`config.mk`:
```
export PLATFORM = sky130hd
export DESIGN_NAME = i2c_target_flat
export DESIGN_NICKNAME = d
export VERILOG_FILES = /design/src/rtl/i2c_target_if.sv /design/src/rtl/i2c_target.sv /design/src/flat_wrapper.sv
export SDC_FILE = /design/constraint.sdc
export NUM_CORES = 1
export LEC_CHECK = 0
export BUFFER_PORTS_ARGS = -buffer_cell sky130_fd_sc_hd__clkbuf_2
export CAP_MARGIN = 20
export CORE_ASPECT_RATIO = 1.75
export CORE_UTILIZATION = 50
export DETAILED_ROUTE_END_ITERATION = 7
export MAX_ROUTING_LAYER = met4
export PLACE_DENSITY_LB_ADDON = 0.12
export SETUP_SLACK_MARGIN = 0.4
export SKIP_CTS_REPAIR_TIMING = 1
export SYNTH_ARGS = -nofsm -noshare
export SYNTH_HDL_FRONTEND = slang
export SYNTH_SLANG_ARGS = --single-unit
```
`constraint.sdc`:
```
create_clock -name clk -period 4.7 [get_ports clk]
set_input_delay 0.47 -clock clk [delete_from_list [all_inputs] [get_ports clk]]
set_output_delay 0.47 -clock clk [all_outputs]
set_load 0.01 [all_outputs]
```
`src/rtl/i2c_target_if.sv`:
```
// I2C pin and host register-port bundle for i2c_target.
// The target uses the slave view; the bus initiator and host use master.
interface i2c_target_if;
    logic        scl_in;
    logic        sda_in;
    logic        sda_oe;
    logic [3:0]  host_addr;
    logic [7:0]  host_wdata;
    logic        host_write;
    logic [7:0]  host_rdata;
    logic        bus_wr_pulse;
    logic [15:0] status;

    modport slave (
        input  scl_in, sda_in,
        input  host_addr, host_wdata, host_write,
        output sda_oe, host_rdata, bus_wr_pulse, status
    );

    modport master (
        output scl_in, sda_in,
        output host_addr, host_wdata, host_write,
        input  sda_oe, host_rdata, bus_wr_pulse, status
    );
endinterface

```
`src/rtl/i2c_target.sv`:
```
// I2C target with a 16 x 8-bit register file, pointer-based bus access
// with auto-increment, and a combinational host read / strobed write port.
module i2c_target #(
    parameter logic [6:0] DEV_ADDR = 7'h48
) (
    input logic         clk,
    input logic         rst_n,
    i2c_target_if.slave bus
);
    typedef enum logic [3:0] {
        IDLE,
        ADDR,
        ADDR_ACK,
        PTR,
        PTR_ACK,
        WDATA,
        WDATA_ACK,
        RDATA,
        RDATA_ACK,
        WAIT
    } state_t;

    state_t     state, state_n;
    logic [1:0] scl_q, sda_q;
    logic       scl_d, sda_d;
    logic       scl_s, sda_s;
    logic       scl_rise, scl_fall;
    logic       start_det, stop_det;
    logic [3:0] cnt, cnt_n;
    logic [7:0] sr, sr_n;
    logic [3:0] ptr, ptr_n;
    logic       rw, rw_n;
    logic       oe, oe_n;
    logic       nack, nack_n;
    logic       commit;
    logic [7:0] rx_byte;
    logic [7:0] wcount;
    logic       wr_pulse;
    logic [7:0] regs [16];

    // Synchronizers idle high so reset does not fake an edge.
    always_ff @(posedge clk or negedge rst_n) begin
        if (!rst_n) begin
            scl_q <= 2'b11;
            sda_q <= 2'b11;
            scl_d <= 1'b1;
            sda_d <= 1'b1;
        end else begin
            scl_q <= {scl_q[0], bus.scl_in};
            sda_q <= {sda_q[0], bus.sda_in};
            scl_d <= scl_q[1];
            sda_d <= sda_q[1];
        end
    end

    assign scl_s     = scl_q[1];
    assign sda_s     = sda_q[1];
    assign scl_rise  = scl_s & ~scl_d;
    assign scl_fall  = ~scl_s & scl_d;
    assign start_det = scl_s & scl_d & sda_d & ~sda_s;
    assign stop_det  = scl_s & scl_d & ~sda_d & sda_s;
    assign rx_byte   = {sr[6:0], sda_s};

    always_ff @(posedge clk or negedge rst_n) begin
        if (!rst_n) begin
            state <= IDLE;
            cnt   <= '0;
            sr    <= '0;
            ptr   <= '0;
            rw    <= 1'b0;
            oe    <= 1'b0;
            nack  <= 1'b0;
        end else begin
            state <= state_n;
            cnt   <= cnt_n;
            sr    <= sr_n;
            ptr   <= ptr_n;
            rw    <= rw_n;
            oe    <= oe_n;
            nack  <= nack_n;
        end
    end

    always_comb begin
        state_n = state;
        cnt_n   = cnt;
        sr_n    = sr;
        ptr_n   = ptr;
        rw_n    = rw;
        oe_n    = oe;
        nack_n  = nack;
        commit  = 1'b0;
        if (start_det) begin
            state_n = ADDR;
            cnt_n   = '0;
            nack_n  = 1'b0;
        end else if (stop_det) begin
            state_n = IDLE;
            cnt_n   = '0;
            oe_n    = 1'b0;
        end else begin
            unique case (state)
                IDLE: begin
                end
                ADDR: begin
                    if (scl_rise) begin
                        sr_n  = rx_byte;
                        cnt_n = cnt + 4'd1;
                        if (cnt == 4'd7) begin
                            cnt_n   = '0;
                            rw_n    = sda_s;
                            state_n = (sr[6:0] == DEV_ADDR) ? ADDR_ACK : WAIT;
                        end
                    end
                end
                PTR: begin
                    if (scl_rise) begin
                        sr_n  = rx_byte;
                        cnt_n = cnt + 4'd1;
                        if (cnt == 4'd7) begin
                            cnt_n   = '0;
                            ptr_n   = rx_byte[3:0];
                            state_n = PTR_ACK;
                        end
                    end
                end
                WDATA: begin
                    if (scl_rise) begin
                        sr_n  = rx_byte;
                        cnt_n = cnt + 4'd1;
                        if (cnt == 4'd7) begin
                            cnt_n   = '0;
                            commit  = 1'b1;
                            ptr_n   = ptr + 4'd1;
                            state_n = WDATA_ACK;
                        end
                    end
                end
                // cnt marks whether the ACK low is already being driven.
                ADDR_ACK, PTR_ACK, WDATA_ACK: begin
                    if (scl_fall) begin
                        if (cnt == 4'd0) begin
                            oe_n  = 1'b1;
                            cnt_n = 4'd1;
                        end else begin
                            cnt_n = '0;
                            oe_n  = 1'b0;
                            if (state != ADDR_ACK) begin
                                state_n = WDATA;
                            end else if (rw) begin
                                state_n = RDATA;
                                sr_n    = regs[ptr];
                                oe_n    = ~regs[ptr][7];
                            end else begin
                                state_n = PTR;
                            end
                        end
                    end
                end
                RDATA: begin
                    if (scl_rise) begin
                        cnt_n = cnt + 4'd1;
                        if (cnt == 4'd7) begin
                            cnt_n   = '0;
                            state_n = RDATA_ACK;
                        end
                    end else if (scl_fall) begin
                        sr_n = sr << 1;
                        oe_n = ~sr[6];
                    end
                end
                // cnt = 1 means the initiator ACKed and a reload is due.
                RDATA_ACK: begin
                    if (scl_rise) begin
                        ptr_n = ptr + 4'd1;
                        if (sda_s) begin
                            nack_n  = 1'b1;
                            state_n = WAIT;
                        end else begin
                            cnt_n = 4'd1;
                        end
                    end else if (scl_fall) begin
                        if (cnt == 4'd1) begin
                            cnt_n   = '0;
                            state_n = RDATA;
                            sr_n    = regs[ptr];
                            oe_n    = ~regs[ptr][7];
                        end else begin
                            oe_n = 1'b0;
                        end
                    end
                end
                WAIT: begin
                    if (scl_fall) oe_n = 1'b0;
                end
                default: begin
                    state_n = IDLE;
                    oe_n    = 1'b0;
                end
            endcase
        end
    end

    // A bus commit to the same register overrides the host strobe.
    always_ff @(posedge clk or negedge rst_n) begin
        if (!rst_n) begin
            for (int i = 0; i < 16; i++) regs[i] <= '0;
        end else begin
            if (bus.host_write && !(commit && bus.host_addr == ptr))
                regs[bus.host_addr] <= bus.host_wdata;
            if (commit)
                regs[ptr] <= rx_byte;
        end
    end

    always_ff @(posedge clk or negedge rst_n) begin
        if (!rst_n) begin
            wr_pulse <= 1'b0;
            wcount   <= '0;
        end else begin
            wr_pulse <= commit;
            if (commit) wcount <= wcount + 8'd1;
        end
    end

    assign bus.sda_oe       = oe;
    assign bus.host_rdata   = regs[bus.host_addr];
    assign bus.bus_wr_pulse = wr_pulse;
    assign bus.status       = {ptr, 2'b00, nack, state != IDLE, wcount};
endmodule

```
`src/flat_wrapper.sv`:
```
// flat-port wrapper written by rule: the top's interface ports become plain ports
module i2c_target_flat 
#(
    parameter logic [6:0] DEV_ADDR = 7'h48
)
  (clk, rst_n, bus_scl_in, bus_sda_in, bus_host_addr, bus_host_wdata, bus_host_write, bus_sda_oe, bus_host_rdata, bus_bus_wr_pulse, bus_status);
  i2c_target_if bus_i ();
  input logic clk;
  input logic rst_n;
  input wire logic [$bits(bus_i.scl_in)-1:0] bus_scl_in;
  input wire logic [$bits(bus_i.sda_in)-1:0] bus_sda_in;
  input wire logic [$bits(bus_i.host_addr)-1:0] bus_host_addr;
  input wire logic [$bits(bus_i.host_wdata)-1:0] bus_host_wdata;
  input wire logic [$bits(bus_i.host_write)-1:0] bus_host_write;
  output wire logic [$bits(bus_i.sda_oe)-1:0] bus_sda_oe;
  output wire logic [$bits(bus_i.host_rdata)-1:0] bus_host_rdata;
  output wire logic [$bits(bus_i.bus_wr_pulse)-1:0] bus_bus_wr_pulse;
  output wire logic [$bits(bus_i.status)-1:0] bus_status;
  assign bus_i.scl_in = bus_scl_in;
  assign bus_i.sda_in = bus_sda_in;
  assign bus_i.host_addr = bus_host_addr;
  assign bus_i.host_wdata = bus_host_wdata;
  assign bus_i.host_write = bus_host_write;
  assign bus_sda_oe = bus_i.sda_oe;
  assign bus_host_rdata = bus_i.host_rdata;
  assign bus_bus_wr_pulse = bus_i.bus_wr_pulse;
  assign bus_status = bus_i.status;
  i2c_target #(.DEV_ADDR(DEV_ADDR)) u_core (.clk(clk), .rst_n(rst_n), .bus(bus_i));
endmodule
```
==> impl_results.md, run 1 <==
* Finished Layout Cells at 1250
* Critical Path Source Type: primary input
* Sw frac at 34.7%
* Internal cell power at 0.00335 W
* GPL Wtd Cong at 0.924
* Yosys top cell area share at 37.3%
* Worst setup EP type: primary output
* Share of layout cells above drive strength 1 at 20.6%
* Fmax at 311 MHz
* Syn Area/Cell at 10.7 um^2
* Die Ht at 195 um
* Crit path DAT at 2740 ps
* Via count at 8064
* Initial antenna violation count at 0
* Status: completed
* Setup TNS at 0 ps
* RSZ-0062 raised after global routing: false
* CTS Buffer Depth at 2
* DRT Pass-1 Iters at 5
* Post-DR vias/cell at 6.45
* Final nets at 1010
* Register area at 4140 um^2
* Cells after DPL at 1218
* Reg power frac at 43.3%
* Register clock-pin slew on the reported worst setup and hold paths at 60 ps
* Row count at 70
* Clock sink count at 165
* WL/cell at 25.1 um
* Iter 0 DRT Violations at 702
* Slew Limit Fails at 0
* Antenna-violating nets left at 0
* Worst hold path class: in2reg
* Die Wd at 112 um
* Place WS at 1430 ps
* Required time of the critical path at 4230 ps
* Port-buffer cells at 40
* Comb power frac at 28.6%
* Peak supply drop at 252 uV
* Async S/R FF share, synth at 100%
* Global Route Usage Sum at 31.6%
* Setup ws final at 1490 ps
* CTS tree: yes
* Ys flop type: dfrtp_1
* Final period util at 68.4%
* Max Cap Viol at 0
* Die footprint at 22000 um^2
* Post-synthesis sequential area ratio at 38.8%
* Multi-input gate area at 6110 um^2
* Tmin final at 3210 ps
* Clk_skew at 8.72 ps
* Synth area leader: dfrtp_1
* Slew margin rel. at 34.3%
* YS warnings at 0
* P&R area growth vs syn at 7.94%
* DRC at 0
* Clk_lat worst skew at 440 ps
* P_sw at 0.00178 W
* Clk root buf: clkbuf_16
* Grt ovf at 0
* Largest net degree at the start of global routing at 100
* Final HPWL DP at 22.4 mm
* Ports at 43
* Htree depth at 4
* Vias in the first global route at 8140
* Synth top area cells: dfrtp_1, mux4_2, mux2i_1
* Fin. Hold Viols at 0
* Mapped Area at 10700 um^2
* Power Dens Cells at 445 nW/um^2
* Final instance area at 11500 um^2
* Worst Path Max Fanout at 23
* Post-synthesis cell type count at 64
* Core area at 20900 um^2
* Antenna cells at 0
* Initial Util at 51.0%
* DP Area at 10900 um^2
* Leakage power at 5.40 nW
* #FFs+latches synth at 165
* Final setup vio count at 0
* Worst Tran Pin Value at 986 ps
* Overall power at 0.00513 W
* Inserted Clock Buffers at 17
* Power share of the clock group at 28.1%
* First-pass GRT wire length at 49.7 mm
* Routed wire length at 31.3 mm
* Cells after Synth at 1000
* Fillers at 1855
* Number of synthesized flops with an enable pin at 0
* CP Class: in2out
## worst max-delay path, stage by stage
cell,delay [ps]
clkbuf_2,700
buf_4,340
mux4_2,510
mux4_2,550
clkbuf_2,160
## through the flow
step           hold slack, ps  utilization [%]
2_1_floorplan             174                -
3_3_place_gp              346             52.2
3_5_place_dp              348             52.2
4_1_cts                  94.1             55.0
5_1_grt                   101             55.0
6_report                  106             55.0
## power by group through the flow
stage / combinational, W / clock (W) / sequential, W
finish: 0.00147 / 0.00144 / 0.00222
global route: 0.00160 / 0.00152 / 0.00227
CTS: 0.00147 / 0.00146 / 0.00221
detailed placement: 0.00146 / 0 / 0.00224
global placement: 0.00144 / 0 / 0.00223
floorplan: 0.00127 / 0 / 0.00191
## routing by layer
layer	part of all wire, %	routed length [um]	GRT usage, %	up-vias
met4	5.4	1700	16.9	0
li1	-	-	-	3660
met1	36	11300	35.3	3999
met5	0	0	-	-
met2	53	16700	54.4	312
met3	5.0	1560	4.38	93
## synthesized netlist by cell type, types with 4 or more instances
library cell  instances
dfrtp_1             159
nor2_1              146
mux2i_1             141
a21oi_1             139
mux4_2               73
clkbuf_1             66
nand2_1              27
nand3_1              23
mux2_2               16
o21ai_0              15
o21ai_4              14
inv_1                11
xnor2_1              10
nor3_1                9
ha_1                  8
nand2b_1              8
buf_1                 7
buf_2                 7
nor2b_1               7
nor4b_1               7
a31oi_1               6
and3_1                6
dfstp_2               6
nand4_1               6
nor4_1                5
buf_4                 4
nand3b_1              4
or3_1                 4
or3b_2                4
## flip-flops by register name, summed over array words and instances (netlist names), 2 cells and up
register,cells
u_core.cnt,4
u_core.state,4
u_core.sr,7
u_core.scl_q,2
u_core.sda_q,2
u_core.ptr,4
u_core.regs,128
u_core.wcount,8
## final timing paths
| check | start | endpoint | slack, ps | depth (start not counted) |
|---|---|---|---|---|
| worst max-delay path | bus_host_addr[0] | bus_host_rdata[3] | 1490 | 5 |
| worst min-delay path | bus_scl_in | u_core.scl_q[0] | 110 | 1 |
| worst max register to register | u_core.state[1] | u_core.regs[88] | 1600 | 5 |
| worst min register to register | u_core.scl_q[0] | u_core.scl_q[1] | 360 | 0 |
| max in group asynchronous | rst_n | u_core.regs[88] | 3720 | 2 |
| min in group asynchronous | rst_n | u_core.regs[120] | 120 | 1 |
## final cells by class
class | instances | share of cell area (%)
Multi-Input combinational cell | 736 | 53.0
Sequential cell | 165 | 35.9
Clock buffer | 25 | 4.39
Tap cell | 252 | 2.74
Timing Repair Buffer | 52 | 2.68
Clock inverter | 7 | 0.815
Inverter | 13 | 0.424
## cell families (layout without fill, tap and decap cells)
kind of cell | Yosys count | in the layout | synth area share, %
other | 1 | 2 | 0.0351
multiplexers | 230 | 230 | 30.3
adder cells (fa/ha/maj) | 8 | 8 | 0.938
XOR/XNOR | 12 | 12 | 0.985
AND/OR/NAND/NOR | 271 | 271 | 12.0
buffers and inverters | 100 | 97 | 4.03
AO/OA/AOI/OAI | 213 | 213 | 12.9
flip-flops | 165 | 165 | 38.8
## layout by cell type (no fill, tap or decap), types with 7 or more instances in the layout
cell / netlist / routed
nor2b_1: 7 / 7
a21oi_1: 139 / 139
o21ai_4: 14 / 14
nor4b_1: 7 / 7
nor3_1: 9 / 9
buf_4: 4 / 11
clkbuf_16: 0 / 17
mux2i_1: 141 / 141
nor2_1: 146 / 146
clkbuf_2: 0 / 39
dfrtp_1: 159 / 158
nand2b_1: 8 / 8
nand3_1: 23 / 23
inv_1: 11 / 11
nand2_1: 27 / 27
ha_1: 8 / 8
mux4_2: 73 / 73
mux2_2: 16 / 16
o21ai_0: 15 / 15
xnor2_1: 10 / 10
(Power assumes the default switching activity.)
==> run 2: changes to the inputs <==
- clock period: 4.7 -> 2.87 ns (I/O delays scaled with it)
==> impl_results.md, run 2 (synthesis gave the netlist of run 1 again) <==
* Crit-path max cell delay at 580 ps (-120 ps)
* Crit path buf inv count at 3 (unchanged)
* Antenna-violating nets left at 0 (unchanged)
* Sw frac at 35.4% (+0.75 points)
* Htree depth at 4 (unchanged)
* Fin. Hold Viols at 0 (unchanged)
* Clock sink count at 165 (unchanged)
* P_sw at 0.00305 W (+71%)
* Clk root buf: clkbuf_16
* Crit path DAT at 2120 ps (-620 ps)
* GPL Wtd Cong at 0.934 (+1.1%)
* WL met3 at 1.44 mm (-8.1%)
* Worst Path Max Fanout at 15 (-35%)
* Final setup vio count at 0 (unchanged)
* Via count at 8380 (+3.9%)
* Worst setup EP type: primary output
* WL/cell at 25.2 um (+0.44%)
* CTS tree: yes
* Setup ws final at 462 ps (-1020 ps)
* CTS Buffer Depth at 2 (unchanged)
* Power Dens Cells at 699 nW/um^2 (+57%)
* Initial antenna violation count at 0 (unchanged)
* Largest net degree at the start of global routing at 65 (-35%)
* M1 wire length at 12.1 mm (+6.5%)
* Place WS at 262 ps (-1170 ps)
* Routed wire length at 33.3 mm (+6.1%)
* Status: completed
* Share of layout cells above drive strength 1 at 26.6% (+5.9 points)
* Worst hold path class: reg2reg
* WL met2 at 18.4 mm (+10%)
* Leakage power at 5.82 nW (+7.7%)
* Clk_lat worst skew at 440 ps (about the same)
* Finished Layout Cells at 1321 (+5.7%)
* Tmin final at 2410 ps
* Inserted Clock Buffers at 17 (unchanged)
* RSZ-0062 raised after global routing: false
* Most common cell after layout, fill and taps aside: dfrtp_1
* Clk_skew at 8.81 ps (+0.0868 ps)
* Vias in the first global route at 8364 (+2.8%)
* Peak supply drop at 419 uV (+66%)
* First-pass GRT wire length at 51.1 mm (+3.0%)
* Hold WS at 362 ps (+257 ps)
* Antenna cells at 0 (unchanged)
* Iter 0 DRT Violations at 820 (+17%)
* DRC at 0 (unchanged)
* Final instance area at 12300 um^2 (+6.8%)
* Reg with most FFs: u_core.regs
* Internal cell power at 0.00556 W (+66%)
* Required time of the critical path at 2580 ps (-1650 ps)
* Commonest cells after routing, fill and taps aside: dfrtp_1, nor2_1, mux2i_1
* Critical Path Source Type: primary input
* Post-DR vias/cell at 6.34 (-1.7%)
* Die footprint at 22000 um^2 (unchanged)
* Reg power frac at 37.9% (-5.4 points)
* Largest registers: u_core.regs: 128 flops, u_core.wcount: 8 flops, u_core.sr: 7 flops
* Crit-path cells: clkbuf_2 -> buf_12 -> mux4_2 -> mux4_2 -> clkbuf_2
* Initial Util at 51.0% (unchanged)
* Final period util at 83.9%
* Delay-heaviest family, CP: multiplexers
* P&R area growth vs syn at 15.3%
* Port-buffer cells at 40 (unchanged)
* Critical path's slowest cell: mux4_2
* Row count at 70 (unchanged)
* Die Ht at 195 um (unchanged)
* Cells after DPL at 1267 (+4.0%)
* Final HPWL DP at 23.8 mm (+6.5%)
* Fmax at 415 MHz
* Die Wd at 112 um (unchanged)
* Worst Tran Pin Value at 721 ps (-265 ps)
* Max reg flops at 128 (unchanged)
* DRT Pass-1 Iters at 7 (+2)
* Power share of the clock group at 27.2% (-0.9 points)
* Comb power frac at 34.9% (+6.3 points)
* Setup TNS at 0 ps (unchanged)
* CP Class: in2out
* Final nets at 1081 (+7.0%)
* DP Area at 11300 um^2 (+3.8%)
* Max layer used: met4
* Register clock-pin slew on the reported worst setup and hold paths at 70 ps (about the same)
* Slew margin rel. at 51.6% (+17 points)
* Max Cap Viol at 0 (unchanged)
* Slew Limit Fails at 0 (unchanged)
* Grt ovf at 0 (unchanged)
* Global Route Usage Sum at 32.6% (+1.0 points)
* Core area at 20900 um^2 (unchanged)
* Ports at 43 (unchanged)
-- run 2: changes by cell type in the layout (fill, tap and decap cells not counted), moves of 2 or more --
cell,change
buf_12,+17
inv_6,+2
clkbuf_1,-3
nand3_1,-2
buf_4,+48
clkinv_4,+2
buf_6,+3
dlygate4sd3_1,+3
clkbuf_8,-4
clkinvlp_4,+3
nand3_2,+2
-- run 2: cell type report --
| cell class | instances | area (um^2) |
|---|---|---|
| Tap cell | 252 | 315 |
| Inverter | 13 | 48.8 |
| Timing Repair Buffer | 123 | 1070 |
| Fill cell | 1778 | 8630 |
| Clock inverter | 14 | 151 |
| Multi-Input combinational cell | 736 | 6140 |
| Sequential cell | 165 | 4140 |
| Clock buffer | 18 | 439 |
-- run 2: routing by layer --
metal / up-vias / global-route usage (%)
li1: 3802 / -
met1: 4206 / 36.2
met2: 299 / 57.8
met3: 73 / 3.72
met4: 0 / 15.6
met5: - / -
-- run 2: power groups by stage --
stage / Combinational (W) / Clock, W / Sequential (W)
2_1_floorplan: 0.00209 / 0 / 0.00312
3_3_place_gp: 0.00290 / 0 / 0.00326
3_5_place_dp: 0.00293 / 0 / 0.00329
4_1_cts: 0.00294 / 0.00238 / 0.00324
5_1_grt: 0.00321 / 0.00246 / 0.00332
6_report: 0.00300 / 0.00234 / 0.00327
-- run 2: path summary, 6_finish.rpt --
| check | from | end | slack, ps | cells past startpoint |
|---|---|---|---|---|
| min in group asynchronous | rst_n | u_core.wcount[4] | 410 | 2 |
| hold reg to reg | u_core.scl_q[0] | u_core.scl_q[1] | 360 | 0 |
| setup reg to reg | u_core.cnt[0] | u_core.regs[99] | 490 | 8 |
| max in group asynchronous | rst_n | u_core.regs[87] | 1690 | 3 |
| setup / recovery | bus_host_addr[0] | bus_host_rdata[2] | 460 | 5 |
| hold / removal | u_core.scl_q[0] | u_core.scl_q[1] | 360 | 0 |
-- run 2: stage by stage --
stage | util [%] | power [W]
finish | 58.8 | 0.00861
floorplan | - | 0.00521
detailed placement | 54.2 | 0.00622
global placement | 54.2 | 0.00616
CTS | 57.0 | 0.00857
global route | 58.8 | 0.00899
==> run 3: changes to the inputs <==
- clock period: 2.87 -> 2.1 ns (I/O delays scaled with it)
==> impl_results.md, run 3 (synthesis gave the netlist of run 1 again) <==
* Critical path's most frequent cell: buf_12
* Initial Util at 51.0% (unchanged)
* Failing checks: negative setup slack
* Die footprint at 22000 um^2 (unchanged)
* Ports at 43 (unchanged)
* Die Wd at 112 um (unchanged)
* Largest registers: u_core.regs: 128 flops, u_core.wcount: 8 flops, u_core.sr: 7 flops
* Die Ht at 195 um (unchanged)
* Status: finished with violations
* Critical R2R Capture: u_core.regs[124]
* Largest net degree at the start of global routing at 45 (-31%)
* Initial antenna violation count at 0 (unchanged)
* Post-DR vias/cell at 6.23 (-1.8%)
* RSZ-0062 raised after global routing: true
* Crit path DAT at 2650 ps (+530 ps)
* Delay-heaviest family, CP: simple AND/OR/NAND/NOR gates
* Clk_lat worst skew at 440 ps (about the same)
* Slew Limit Fails at 0 (unchanged)
* Core area at 20900 um^2 (unchanged)
* Port-buffer cells at 40 (unchanged)
* Grt ovf at 0 (unchanged)
* Crit-path cells: or3b_4 -> or4_4 -> buf_12 -> o21ai_4 -> buf_12 -> mux2i_4 -> a21oi_1
* Final nets at 1172 (+8.4%)
* Fillers at 1622 (-8.8%)
* DRC at 0 (unchanged)
* Crit path buf inv count at 2 (-1)
* WL/cell at 25.0 um (-0.88%)
* Htree depth at 4 (unchanged)
* Critical Path Source Type: register
* Row count at 70 (unchanged)
* Clk root buf: clkbuf_16
* Tmin final at 2320 ps
* Inserted Clock Buffers at 17 (unchanged)
* Clock sink count at 165 (unchanged)
* Fmax at 431 MHz
* DRT Pass-1 Iters at 5 (-2)
* Cells after DPL at 1353 (+6.8%)
* Power Dens Cells at 931 nW/um^2 (+33%)
* Flop2flop setup slack at -220 ps (-710 ps)
* FF-to-FF path depth at 7 (-1)
* Max reg flops at 128 (unchanged)
* Finished Layout Cells at 1412 (+6.9%)
* Fin. Hold Viols at 0 (unchanged)
* Antenna cells at 0 (unchanged)
* Setup ws final at -222 ps (-684 ps)
* Share of layout cells above drive strength 1 at 34.7% (+8.1 points)
* Crit. path cell count at 7 (+2)
* Peak supply drop at 597 uV (+43%)
* Final period util at 111%
* Final HPWL DP at 25.7 mm (+7.6%)
* Reg with most FFs: u_core.regs
* Place WS at -206 ps (-469 ps)
* Leakage power at 6.52 nW (+12%)
* Final setup vio count at 154 (+154)
* CP endpoint: u_core.regs[124]
* Clk_skew at 13.5 ps (+4.68 ps)
* CTS Buffer Depth at 2 (unchanged)
* Crit path from: u_core.state[1]
* Register clock-pin slew on the reported worst setup and hold paths at 70 ps (about the same)
* Via count at 8792 (+4.9%)
* Most common cell after layout, fill and taps aside: dfrtp_1
* Slew margin rel. at 63.4% (+12 points)
* Worst Path Max Fanout at 15 (unchanged)
* Max Cap Viol at 0 (unchanged)
* Worst setup EP type: register
* CP Class: reg2reg
* P&R area growth vs syn at 27.2%
* Commonest cells after routing, fill and taps aside: dfrtp_1, nor2_1, mux2i_1
* Crit-path max cell delay at 520 ps (-60 ps)
* Vias in the first global route at 8698 (+4.0%)
* First-pass GRT wire length at 53.2 mm (+4.1%)
* Iter 0 DRT Violations at 719 (-12%)
* CTS tree: yes
* Global Route Usage Sum at 34.3% (+1.7 points)
* Worst r2r src: u_core.state[1]
* Critical path's slowest cell: or4_4
* Worst hold path class: in2async
* GPL Wtd Cong at 0.958 (+2.6%)
* Antenna-violating nets left at 0 (unchanged)
* Worst Tran Pin Value at 541 ps (-180 ps)
* Routed wire length at 35.3 mm (+6.0%)
* Required time of the critical path at 2420 ps (-160 ps)
==> run 3: where the power goes <==
group / total (W) / switching [W] / internal (W)
combinational: 0.00499 / 0.00245 / 0.00253
sequential: 0.00446 / 0.000583 / 0.00388
clock: 0.00319 / 0.00137 / 0.00182
total: 0.0126 / 0.00441 / 0.00823
==> run 3: worst min-delay path by stage <==
| stage | startpoint | endpoint | slack [ps] | cells past startpoint |
|---|---|---|---|---|
| global route | rst_n | u_core.wcount[5] | 240 | 2 |
| floorplan | rst_n | u_core.bus.bus_wr_pulse | -90 | 0 |
| global placement | rst_n | u_core.wcount[4] | 120 | 1 |
| finish | rst_n | u_core.wcount[5] | 220 | 2 |
| detailed placement | rst_n | u_core.wcount[5] | 120 | 1 |
| CTS | rst_n | u_core.wcount[5] | -350 | 1 |
==> run 3: worst register-to-register path, delay by kind of cell, from the launching register on <==
kind | cells | cell delay [ps]
buffers and inverters | 2 | 370
AND/OR/NAND/NOR | 2 | 910
flip-flops | 1 | 420
multiplexers | 1 | 240
AO/OA/AOI/OAI | 2 | 260
==> run 3: area by class of cell <==
| type | count | area, um^2 | share of cell area, % |
|---|---|---|---|
| clock buffer | 22 | 464 | 3.42 |
| multi-input combinational | 736 | 6400 | 47.2 |
| sequential | 165 | 4140 | 30.5 |
| clock inverter | 10 | 123 | 0.903 |
| timing repair buffer | 214 | 2080 | 15.3 |
| tap | 252 | 315 | 2.32 |
| inverter | 13 | 48.8 | 0.359 |
==> run 3: metal layers <==
layer  part of all wire (%)  wire (um)  track usage [%]  vias up
li1                       -          -                -     3993
met1                     35      12200             36.2     4378
met2                     55      19400             60.8      305
met3                    4.8       1690             4.44      116
met4                    5.7       2010             20.3        0
met5                      0          0                -        -
==> run 3: per-stage QoR <==
| stage | hold slack [ps] | setup TNS, ps | util (%) | total power [W] | instance area (um^2) |
|---|---|---|---|---|---|
| 3_5_place_dp | 124 | -14830 | 59.6 | 0.00904 | 12500 |
| 2_1_floorplan | -85.6 | -26550 | - | 0.00731 | 10900 |
| 3_3_place_gp | 124 | -12140 | 59.6 | 0.00896 | 12500 |
| 4_1_cts | -345 | -18450 | 62.4 | 0.0122 | 13100 |
| 5_1_grt | 245 | -28880 | 64.8 | 0.0132 | 13600 |
| 6_report | 224 | -21060 | 64.8 | 0.0126 | 13600 |
